--- config.mk ---
export PLATFORM = sky130hd
export DESIGN_NAME = ram_arbiter
export DESIGN_NICKNAME = d
export VERILOG_FILES = /design/src/rtl/ram_arbiter.sv
export SDC_FILE = /design/constraint.sdc
export NUM_CORES = 1
export LEC_CHECK = 0
export CELL_PAD_IN_SITES_DETAIL_PLACEMENT = 1
export CELL_PAD_IN_SITES_GLOBAL_PLACEMENT = 1
export CORE_MARGIN = 5
export CORE_UTILIZATION = 32
export CTS_CLUSTER_DIAMETER = 30
export DETAILED_ROUTE_END_ITERATION = 10
export GPL_TIMING_DRIVEN = 0
export MAX_ROUTING_LAYER = met4
export PLACE_DENSITY = 0.76
export SLEW_MARGIN = 20
export SYNTH_ARGS = -nofsm -noshare
export SYNTH_HDL_FRONTEND = slang
export SYNTH_SLANG_ARGS = --single-unit
--- constraint.sdc ---
create_clock -name clk -period 1.9 [get_ports clk]
set_clock_uncertainty 0.2 [all_clocks]
set_input_delay 0.38 -clock clk [delete_from_list [all_inputs] [get_ports clk]]
set_output_delay 0.38 -clock clk [all_outputs]
set_load 0.005 [all_outputs]
--- src/rtl/ram_arbiter.sv ---
// ram_arbiter: two-requester round-robin front end that turns simple read/write requests
// into the sync RAM's two-word command sequence. Define RAM_ARB_TIMEOUT_EN to bound WAIT_RD.
module ram_arbiter #(
  parameter int ADDR_SIZE = 8,
  parameter int TIMEOUT   = 16
) (
  input  logic                 clk,
  input  logic                 rst,
  input  logic                 req0,
  input  logic                 we0,
  input  logic [ADDR_SIZE-1:0] addr0,
  input  logic [ADDR_SIZE-1:0] wdata0,
  output logic                 ack0,
  input  logic                 req1,
  input  logic                 we1,
  input  logic [ADDR_SIZE-1:0] addr1,
  input  logic [ADDR_SIZE-1:0] wdata1,
  output logic                 ack1,
  output logic [ADDR_SIZE-1:0] rdata,
  output logic                 err,
  output logic                 busy,
  output logic [ADDR_SIZE+1:0] ram_din,
  output logic                 ram_rx_valid,
  input  logic [ADDR_SIZE-1:0] ram_dout,
  input  logic                 ram_tx_valid
);

  typedef enum logic [2:0] {S_IDLE, S_ADDR, S_DATA, S_WAIT_RD, S_DONE} state_e;

  state_e               state_q;
  logic                 owner_q, we_q, prio_q, busy_q;
  logic                 ack0_q, ack1_q, ram_rx_valid_q;
  logic [ADDR_SIZE-1:0] addr_q, wdata_q, rdata_q;
  logic [ADDR_SIZE+1:0] ram_din_q;

  logic                 grant_d, we_d;
  logic [ADDR_SIZE-1:0] addr_d, wdata_d;

`ifdef RAM_ARB_TIMEOUT_EN
  localparam int CNT_W = $clog2(TIMEOUT + 1);
  logic [CNT_W-1:0] cnt_q;
  logic             err_q;
`endif

  // prio_q names the requester that wins the next tie; it moves to the other side on every grant.
  always_comb begin
    // NOTE: every always_comb output gets a value before any condition, so no latch is inferred.
    grant_d = req1;
    if (req0 && req1) grant_d = prio_q;
    we_d    = grant_d ? we1    : we0;
    addr_d  = grant_d ? addr1  : addr0;
    wdata_d = grant_d ? wdata1 : wdata0;
  end

  // NOTE: state registers use non-blocking (<=) so every flop samples pre-edge values.
  always_ff @(posedge clk or posedge rst) begin
    if (rst) begin
      state_q        <= S_IDLE;
      owner_q        <= 1'b0;
      we_q           <= 1'b0;
      prio_q         <= 1'b0;
      busy_q         <= 1'b0;
      ack0_q         <= 1'b0;
      ack1_q         <= 1'b0;
      ram_rx_valid_q <= 1'b0;
      ram_din_q      <= '0;
      addr_q         <= '0;
      wdata_q        <= '0;
      rdata_q        <= '0;
`ifdef RAM_ARB_TIMEOUT_EN
      cnt_q          <= '0;
      err_q          <= 1'b0;
`endif
    end else begin
      ack0_q         <= 1'b0;
      ack1_q         <= 1'b0;
      ram_rx_valid_q <= 1'b0;
      unique case (state_q)
        S_IDLE: begin
          if (req0 || req1) begin
            owner_q        <= grant_d;
            we_q           <= we_d;
            addr_q         <= addr_d;
            wdata_q        <= wdata_d;
            prio_q         <= ~grant_d;
            busy_q         <= 1'b1;
            ram_rx_valid_q <= 1'b1;
            ram_din_q      <= {~we_d, 1'b0, addr_d};
            state_q        <= S_ADDR;
          end
        end
        S_ADDR: begin
          ram_rx_valid_q <= 1'b1;
          ram_din_q      <= {~we_q, 1'b1, (we_q ? wdata_q : {ADDR_SIZE{1'b0}})};
          state_q        <= S_DATA;
        end
        S_DATA: begin
          if (we_q) begin
            ack0_q  <= ~owner_q;
            ack1_q  <= owner_q;
            state_q <= S_DONE;
          end else begin
`ifdef RAM_ARB_TIMEOUT_EN
            cnt_q   <= '0;
`endif
            state_q <= S_WAIT_RD;
          end
        end
        S_WAIT_RD: begin
          if (ram_tx_valid) begin
            rdata_q <= ram_dout;
            ack0_q  <= ~owner_q;
            ack1_q  <= owner_q;
            state_q <= S_DONE;
          end
`ifdef RAM_ARB_TIMEOUT_EN
          else if (cnt_q == CNT_W'(TIMEOUT - 1)) begin
            err_q   <= 1'b1;
            ack0_q  <= ~owner_q;
            ack1_q  <= owner_q;
            state_q <= S_DONE;
          end else begin
            cnt_q <= cnt_q + 1'b1;
          end
`endif
        end
        S_DONE: begin
          busy_q  <= 1'b0;
`ifdef RAM_ARB_TIMEOUT_EN
          err_q   <= 1'b0;
`endif
          state_q <= S_IDLE;
        end
        default: state_q <= S_IDLE;
      endcase
    end
  end

  assign ack0         = ack0_q;
  assign ack1         = ack1_q;
  assign rdata        = rdata_q;
  assign busy         = busy_q;
  assign ram_din      = ram_din_q;
  assign ram_rx_valid = ram_rx_valid_q;
`ifdef RAM_ARB_TIMEOUT_EN
  assign err          = err_q;
`else
  assign err          = 1'b0;
`endif

endmodule

==> out/results.ini, run 1 <==
[status]
status=complete, no violations

[clocking]
ctsHoldBuffers=0
cts.sinks=36
cts_tree=yes
cts-root-buf=clkbuf_8
numCtsBuffers=5
clk_pin_slew_ps=80
cts_htree_levels=2
cts_max_path_buffers=2
clk_latency_ps=300

[global_route]
grt_pass1_vias=1435
grt_max_degree=37
grt_pass1_wl_um=6886
overflow=0
grt_usage=0.1446
grt_antenna_before_repair=0

[yosys]
synth_area_um2=1664
yosys.area.top_type=dfrtp_1
yosys.area.top_type_share=0.5414
ys_seq_area_frac=0.5414
avgSynthCellArea_um2=11.72
yosys-top-cells-area=dfrtp_1 54%, mux2i_1 5.4%, mux2_2 5.4%, a32oi_1 4.2%, o2bb2ai_1 4.2%
synth_warnings=0
syn_inst=142
synthesis.nets=189
synth_seq_cells=36
ys_types=33

[detailed_routing]
wl_met2_um=2121
vias=1411
met1_length_um=1851
top_layer_used=met4
antenna_left=0
wirelength_um=4496
wl_met3_um=474
vias_per_cell=4.899
post-route-drc-count=0
drt-initial-drc-count=42
wl_per_cell_um=15.61
first_pass_iters=4

[placement]
dpl.hpwl_um=3356
dpl.cell_count=280
dp_slack_ps=-259.0
io_buffers=68
placed_cell_area_um2=2432
gp_congestion=0.6965

[timing]
period_share=0.9436
rsz0062_at_grt=false
finalCriticalPeriod_ps=1793
max_slew_margin=0.5044
tightest_slew_ps=742.3
slew_violations=0
hold_violations=0
setup_violations=0
fin_tns_setup_ps=0
max_freq_ghz=0.5578
setup_slack_ps=107.2
fin_hold_ws_ps=264.0

[floorplan]
fp-row-count=26
pin_count=70
die_w_um=82.12
start_util=0.3279
fp.dieH_um=82.12
die_area_um2=6743
core_um2=5075

[worst_setup_path]
worst-path-buf-inv=2
critPathLaunchType=input port
critPathCaptureType=register
cp.arrival_ps=1820
cpPeakStageDelay_ps=530
critPathKind=input port to register
critical_path.cell_chain=clkdlybuf4s50_1, or2_1, nand2_2, buf_6, nor2_4, o2bb2ai_1
critPathSlowestCell=clkdlybuf4s50_1
crit_fanout=10
critPathTopFamily=buffers and inverters
crit_required_ps=1920

[layout]
nets=264
diodes=0
layoutNonFillerInstCount=288
final_area_um2=2534
fillers=570
area_growth_pct=52.26
utilization=0.4993
drive_above_1_share=0.1468

[pwr]
ir_worst_vdd_uv=563.9
power.total_mw=3.763
power.static_leakage_nw=1.058
p_per_area_nw_per_um2=1485

[flow_run]
max_cap_viol_count=0

[hold_path]
hold_path_class=register to register

final timing paths:
| check | from | end | slack, ps | cells past startpoint |
|---|---|---|---|---|
| worst min-delay path | owner_q | ack0 | 260 | 1 |
| min in group asynchronous | rst | owner_q | 340 | 2 |
| worst max-delay path | req1 | wdata_q[3] | 110 | 6 |
| worst min register to register | owner_q | ack0 | 260 | 1 |
| worst max register to register | prio_q | ram_din[0] | 210 | 5 |
| max in group asynchronous | rst | state_q[1] | 690 | 2 |
synth_stat cells:
master / count
a21boi_0: 1
a21o_1: 3
a21oi_1: 10
a22oi_1: 1
a2bb2oi_2: 1
a32oi_1: 8
and2_1: 3
buf_2: 3
buf_4: 2
buf_6: 3
clkbuf_1: 1
conb_1: 1
dfrtp_1: 36
inv_1: 2
mux2_2: 8
mux2i_1: 9
nand2_1: 3
nand2_2: 2
nand2b_1: 1
nand3_1: 1
nand4b_2: 1
nor2_1: 16
nor2_4: 1
nor2b_1: 2
nor3_4: 1
nor3b_1: 1
nor3b_4: 1
o21ai_0: 1
o21ai_1: 8
o21ai_2: 1
o22ai_1: 1
o2bb2ai_1: 8
or2_1: 1
timing repair:
item                                    in CTS  in global routing
endpoints found under the setup margin       0                  3
setup buffers                                0                  0
gates resized for setup                      0                  1
final cells by class:
cell class,instances,area (um2),area share
inverter,2,7.507,0.002963
timing repair buffer,68,680.7,0.2686
tap,70,87.58,0.03457
buffer,9,67.56,0.02667
multi-input combinational,95,695.7,0.2746
clock inverter,1,7.507,0.002963
clock buffer,7,86.33,0.03407
sequential,36,900.9,0.3556
registers in the layout, summed over array words and instances, names as in the netlist, 3 cells and up:
register,cells
ram_din,10
rdata,8
wdata_q,8
state_q,3
layer usage:
layer / vias to the layer above / track usage
met2: 60 / 0.2342
met4: 0 / 0.04983
met5: - / -
met1: 681 / 0.1544
met3: 6 / 0.07050
li1: 664 / -
cell families after synthesis:
logic type | after synthesis | share of synthesized area
mux | 17 | 0.1083
other cells | 1 | 0.002253
compound gates | 43 | 0.1820
simple gates | 34 | 0.1211
flops | 36 | 0.5414
buf+inv | 11 | 0.04511
power by group:
group	internal (mW)	switching (mW)
combinational	1.00	0.844
clock	0.295	0.281
sequential	1.14	0.199
placed cells by master (no fill, tap or decap), types with 3 or more instances in the layout:
cell,netlist,routed
mux2_2,8,8
buf_2,3,3
nor2_1,16,16
o21ai_1,8,8
o2bb2ai_1,8,8
clkdlybuf4s50_1,0,68
nand2_1,3,3
and2_1,3,3
a21oi_1,10,10
a32oi_1,8,8
clkbuf_8,0,6
buf_6,3,3
mux2i_1,9,9
dfrtp_1,36,36
a21o_1,3,3
Note: power is estimated with default switching activity, not from simulation.
==> inputs of run 2 (changes only) <==
--- a/config.mk
+++ b/config.mk
@@ -9,6 +9,7 @@
 export CELL_PAD_IN_SITES_GLOBAL_PLACEMENT = 1
 export CORE_MARGIN = 5
 export CORE_UTILIZATION = 32
+export CTS_BUF_LIST = sky130_fd_sc_hd__clkbuf_16
 export CTS_CLUSTER_DIAMETER = 30
 export DETAILED_ROUTE_END_ITERATION = 10
 export GPL_TIMING_DRIVEN = 0
==> run 2 against run 1 <==
Effect of this change: worst hold slack lost 8.6 ps; register-to-register slack is essentially flat; clock power grew 34%; critical endpoint is now wdata_q[5]; count of clock-buffer cells in the layout shrank 2; via count barely moved; cell area up 1.8%; sequential power hardly changed.
==> out/results.ini, run 2 (synthesis results as in run 1) <==
[status]
status=complete, no violations

[layout]
fillers=560  ; -1.8%
utilization=0.5084  ; +0.009123
layoutNonFillerInstCount=288  ; unchanged
area_growth_pct=55.04
final_common_cell=clkdlybuf4s50_1
diodes=0  ; unchanged
final_cell_mix=68 x clkdlybuf4s50_1, 36 x dfrtp_1, 16 x nor2_1
drive_above_1_share=0.1422  ; -0.004587
nets=264  ; unchanged
largest_reg_flops=10  ; unchanged
final_area_um2=2580  ; +1.8%

[clocking]
cts_tree=yes
cts-root-buf=clkbuf_16
numCtsBuffers=5  ; unchanged
clk_pin_slew_ps=60  ; -20 ps
clk_latency_ps=280  ; -20 ps
cts_htree_levels=2  ; unchanged
cts_max_path_buffers=2  ; unchanged
cts.sinks=36  ; unchanged

[floorplan]
die_w_um=82.12  ; unchanged
fp-row-count=26  ; unchanged
start_util=0.3279  ; unchanged
pin_count=70  ; unchanged
core_um2=5075  ; unchanged
fp.dieH_um=82.12  ; unchanged
die_area_um2=6743  ; unchanged

[timing]
max_slew_margin=0.5109  ; +0.006527
max_freq_ghz=0.5505  ; -1.3%
setup_slack_ps=83.59  ; -23.57 ps
tightest_slew_ps=732.6  ; -9.776 ps
setup_violations=0  ; unchanged
period_share=0.9560  ; +0.01241
fin_hold_ws_ps=255.5  ; -8.574 ps
fin_tns_setup_ps=0  ; unchanged
slew_violations=0  ; unchanged
rsz0062_at_grt=true
finalCriticalPeriod_ps=1816  ; +23.57 ps
hold_violations=0  ; unchanged

[worst_setup_path]
critPathKind=input port to register
cpPeakStageDelay_ps=530  ; about the same
critPathCaptureType=register
r2r_start=prio_q
reg2regPathDepth=5  ; unchanged
critical_path.cell_chain=clkdlybuf4s50_1, or2_1, nand2_2, buf_6, nor2_4, o2bb2ai_1
rr_endpoint=ram_din[0]
crit_fanout=10  ; unchanged
cp.arrival_ps=1820  ; about the same
rrSetupSlack_ps=210  ; about the same
critPathSlowestCell=clkdlybuf4s50_1
crit_required_ps=1900  ; -20 ps
critPathLaunchType=input port

[placement]
io_buffers=68  ; unchanged
dpl.hpwl_um=3356  ; unchanged
dpl.cell_count=280  ; unchanged
gp_congestion=0.6965  ; unchanged
placed_cell_area_um2=2432  ; unchanged
dp_slack_ps=-259.0  ; unchanged

[hold_path]
hold_path_class=register to register
hp-start=owner_q
min_to=ack0
hold_depth=1  ; unchanged

[pwr]
ir_worst_vdd_uv=530.0  ; -6.0%
power.static_leakage_nw=1.083  ; +2.3%
power.total_mw=3.961  ; +5.3%
p_per_area_nw_per_um2=1535  ; +3.4%

[detailed_routing]
drt-initial-drc-count=45  ; +7.1%
first_pass_iters=4  ; unchanged
post-route-drc-count=0  ; unchanged
vias_per_cell=4.896  ; about the same
wirelength_um=4449  ; -1.0%
antenna_left=0  ; unchanged
vias=1410  ; -0.071%
wl_per_cell_um=15.45  ; -1.0%

[flow_run]
max_cap_viol_count=0  ; unchanged

[global_route]
grt_usage=0.1438  ; -0.0007439
grt_antenna_before_repair=0  ; unchanged
grt_max_degree=37  ; unchanged
grt_pass1_vias=1457  ; +1.5%
grt_pass1_wl_um=6969  ; +1.2%
overflow=0  ; unchanged

run 2: cell types whose count changed in the layout (fill, tap and decap cells not counted), sizes merged:
cell	previous run	this run
clkbuf	8	6
clkinv	0	1
inv	2	3
run 2: repair_timing:
| item | 4_1_cts | 5_1_grt |
|---|---|---|
| setup buffers | 0 | 0 |
| setup endpoints to repair | 0 | 6 |
| hold buffers | 0 | 0 |
| gates resized for setup | 0 | 1 |
run 2: power by group:
group          internal, mW  total, mW  switching, mW
combinational          1.00       1.85          0.846
sequential             1.14       1.34          0.196
clock                 0.475      0.772          0.297
run 2: routing by layer:
metal | GRT usage | up-vias | routed length (um)
met3 | 0.06074 | 7 | 472
met4 | 0.04983 | 0 | 63
met2 | 0.2391 | 61 | 2084
met1 | 0.1543 | 677 | 1828
li1 | - | 665 | -
met5 | - | - | 0
run 2: area by class of cell:
type                    count  area (um2)  area share
clock inverters             3       15.01    0.005820
inverters                   2       7.507    0.002910
repair buffers             68       680.7      0.2638
clock buffers               5       125.1     0.04850
plain buffers               9       67.56     0.02619
multi-input cells          95       695.7      0.2696
flip-flops and latches     36       900.9      0.3492
well taps                  70       87.58     0.03395
run 2: worst max path at each step:
stage            endpoint  startpoint  slack (ps)  cells past startpoint
2_1_floorplan  ram_din[9]  state_q[0]         410                      6
3_3_place_gp   ram_din[1]         rst        -330                      2
3_5_place_dp   ram_din[3]        req1        -260                      5
4_1_cts        ram_din[3]        req1          30                      5
5_1_grt        ram_din[0]        req0         -20                      6
6_report       wdata_q[5]        req1          80                      6
run 2: worst max-delay path: cells and delay by family:
kind                   cells  cell delay, ps
AO/OA/AOI/OAI              1             150
buffers and inverters      2             690
AND/OR/NAND/NOR            3             590
==> inputs of run 3 (changes only) <==
==> constraint.sdc (replaced) <==
create_clock -name clk -period 1.9 [get_ports clk]
set_clock_uncertainty 0.2 [all_clocks]
set_input_delay 0.57 -clock clk [delete_from_list [all_inputs] [get_ports clk]]
set_output_delay 0.57 -clock clk [all_outputs]
set_load 0.005 [all_outputs]
==> run 3 against run 2 <==
Effect of this change: global-route usage increased by 0.21 points; non-clock buffer count up 5; via count is 1.7% higher; first-iteration DRC count stayed put.
==> out/results.ini, run 3 (synthesis results as in run 1) <==
[timing]
setup_slack_ps=49.33  ; -34.26 ps
finalCriticalPeriod_ps=1851  ; +34.26 ps
setup_violations=0  ; unchanged
max_freq_ghz=0.5403  ; -1.9%
tightest_slew_ps=728.1  ; -4.487 ps
slew_violations=0  ; unchanged
max_slew_margin=0.5139  ; +0.002996
period_share=0.9740  ; +0.01803
rsz0062_at_grt=false
hold_violations=0  ; unchanged

[pwr]
ir_worst_vdd_uv=497.1  ; -6.2%
power_switching_mw=1.357  ; +1.4%
pwr-share-seq=0.339  ; about the same
internal_power_mw=2.564  ; -2.2%
p_sw_frac=0.3461  ; +0.008199
power.total_mw=3.921  ; -1.0%
p_per_area_nw_per_um2=1481  ; -3.5%
power.static_leakage_nw=1.241  ; +15%
pwr-share-clk=0.197  ; +0.002
p_comb_frac=0.464  ; -0.003

[detailed_routing]
first_pass_iters=4  ; unchanged
vias_per_cell=4.894  ; about the same
wirelength_um=4527  ; +1.8%
vias=1434  ; +1.7%
post-route-drc-count=0  ; unchanged
drt-initial-drc-count=45  ; unchanged
wl_per_cell_um=15.45  ; about the same
antenna_left=0  ; unchanged

[floorplan]
core_um2=5075  ; unchanged
die_area_um2=6743  ; unchanged
pin_count=70  ; unchanged
fp-row-count=26  ; unchanged
start_util=0.3279  ; unchanged
fp.dieH_um=82.12  ; unchanged
die_w_um=82.12  ; unchanged

[worst_setup_path]
cp.arrival_ps=1820  ; about the same
critical_path.cell_chain=clkdlybuf4s50_1, or2_4, nand2_2, buf_8, nor2_4, buf_12, a21o_1
reg2regPathDepth=6  ; +1
rr_endpoint=ram_din[3]
crit_fanout=10  ; unchanged
r2r_start=state_q[1]
crit_required_ps=1870  ; -30 ps
rrSetupSlack_ps=280  ; +70 ps
critPathSlowestCell=clkdlybuf4s50_1
critPathLaunchType=input port
critPathCaptureType=register
critPathKind=input port to register
cpPeakStageDelay_ps=420  ; -110 ps

[layout]
largest_reg_flops=10  ; unchanged
nets=269  ; +1.9%
final_cell_mix=45 x clkdlybuf4s50_1, 36 x dfrtp_1, 16 x nor2_1, 16 x dlygate4sd2_1, 10 x a21oi_1
final_area_um2=2648  ; +2.6%
utilization=0.5217  ; +0.01331
drive_above_1_share=0.1659  ; +0.02372
area_growth_pct=59.10
regArea_um2=900.9  ; unchanged
fillers=557  ; -0.54%
multi_input_area_um2=711.9  ; +2.3%
final_common_cell=clkdlybuf4s50_1
layoutNonFillerInstCount=293  ; +1.7%
diodes=0  ; unchanged

[global_route]
overflow=0  ; unchanged
grt_pass1_wl_um=7086  ; +1.7%
grt_pass1_vias=1493  ; +2.5%
grt_usage=0.1460  ; +0.002129
grt_antenna_before_repair=0  ; unchanged
grt_max_degree=37  ; unchanged

[hold_path]
min_to=ack0
hold_path_class=register to register
hold_depth=1  ; unchanged
hp-start=owner_q

[flow_run]
max_cap_viol_count=0  ; unchanged

[clocking]
cts_htree_levels=2  ; unchanged
clk_pin_slew_ps=60  ; about the same
cts_tree=yes
ctsHoldBuffers=0  ; unchanged
cts-root-buf=clkbuf_16
cts_max_path_buffers=2  ; unchanged
cts.sinks=36  ; unchanged
numCtsBuffers=5  ; unchanged
clk_latency_ps=280  ; about the same

[placement]
dpl.cell_count=280  ; unchanged
gp_congestion=0.6965  ; unchanged
placed_cell_area_um2=2432  ; unchanged
dpl.hpwl_um=3356  ; unchanged
dp_slack_ps=-449.0  ; -190.0 ps
io_buffers=68  ; unchanged

[status]
status=complete, no violations

-- run 3: cell types whose count changed in the layout (fill, tap and decap cells not counted), sizes merged --
cell | before | now
dlygate4sd2 | 0 | 16
buf | 8 | 13
clkdlybuf4s50 | 68 | 45
dlymetal6s2s | 0 | 7
-- run 3: critical path: cells and delay by family --
| kind | cells | cell delay (ps) |
|---|---|---|
| buffers and inverters | 3 | 700 |
| and+or+nand+nor | 3 | 420 |
| AOI/OAI and AO/OA | 1 | 140 |
-- run 3: how the worst max path moves through the flow --
stage                  start    endpoint  cells past startpoint  slack, ps
floorplan               req1  wdata_q[0]                      5        290
global placement         rst  ram_din[1]                      2       -520
detailed placement      req1  ram_din[3]                      5       -450
CTS                 rdata[6]    rdata[6]                      1          3
global route            req0     owner_q                      7          7
finish                  req0     owner_q                      7         50
-- run 3: layer usage --
layer,vias to the layer above,part of all wire,global-route usage
li1,675,-,-
met1,685,0.40,0.1604
met2,67,0.48,0.2391
met3,7,0.11,0.06074
met4,0,0.014,0.04983
met5,-,0,-
-- run 3: metrics by stage --
stage / hold WS [ps] / TNS (ps)
finish: 255.7 / 0
global route: 286.1 / 0
CTS: 260.6 / 0
detailed placement: 249.0 / -10550
global placement: 235.8 / -28750
floorplan: 217.0 / 0
-- run 3: area by class of cell --
class | instances | area share
Sequential cell | 36 | 0.3403
Timing Repair Buffer | 73 | 0.2750
Multi-Input combinational cell | 95 | 0.2689
Clock buffer | 5 | 0.04726
Tap cell | 70 | 0.03308
Buffer | 9 | 0.02694
Clock inverter | 3 | 0.005671
Inverter | 2 | 0.002836
-- run 3: power by group through the flow --
stage	logic [mW]	clock network, mW	registers [mW]
after detailed placement	1.86	0	1.36
final	1.82	0.774	1.33
after floorplan	1.03	0	1.34
after CTS	1.85	0.796	1.34
after global routing	2.02	0.835	1.38
after global placement	1.81	0	1.35
-- run 3: what timing repair did --
item / 4_1_cts / 5_1_grt
resized for setup: 19 / 9
setup buffers: 5 / 0
endpoints found under the setup margin: 37 / 13
pin swaps: 2 / 0
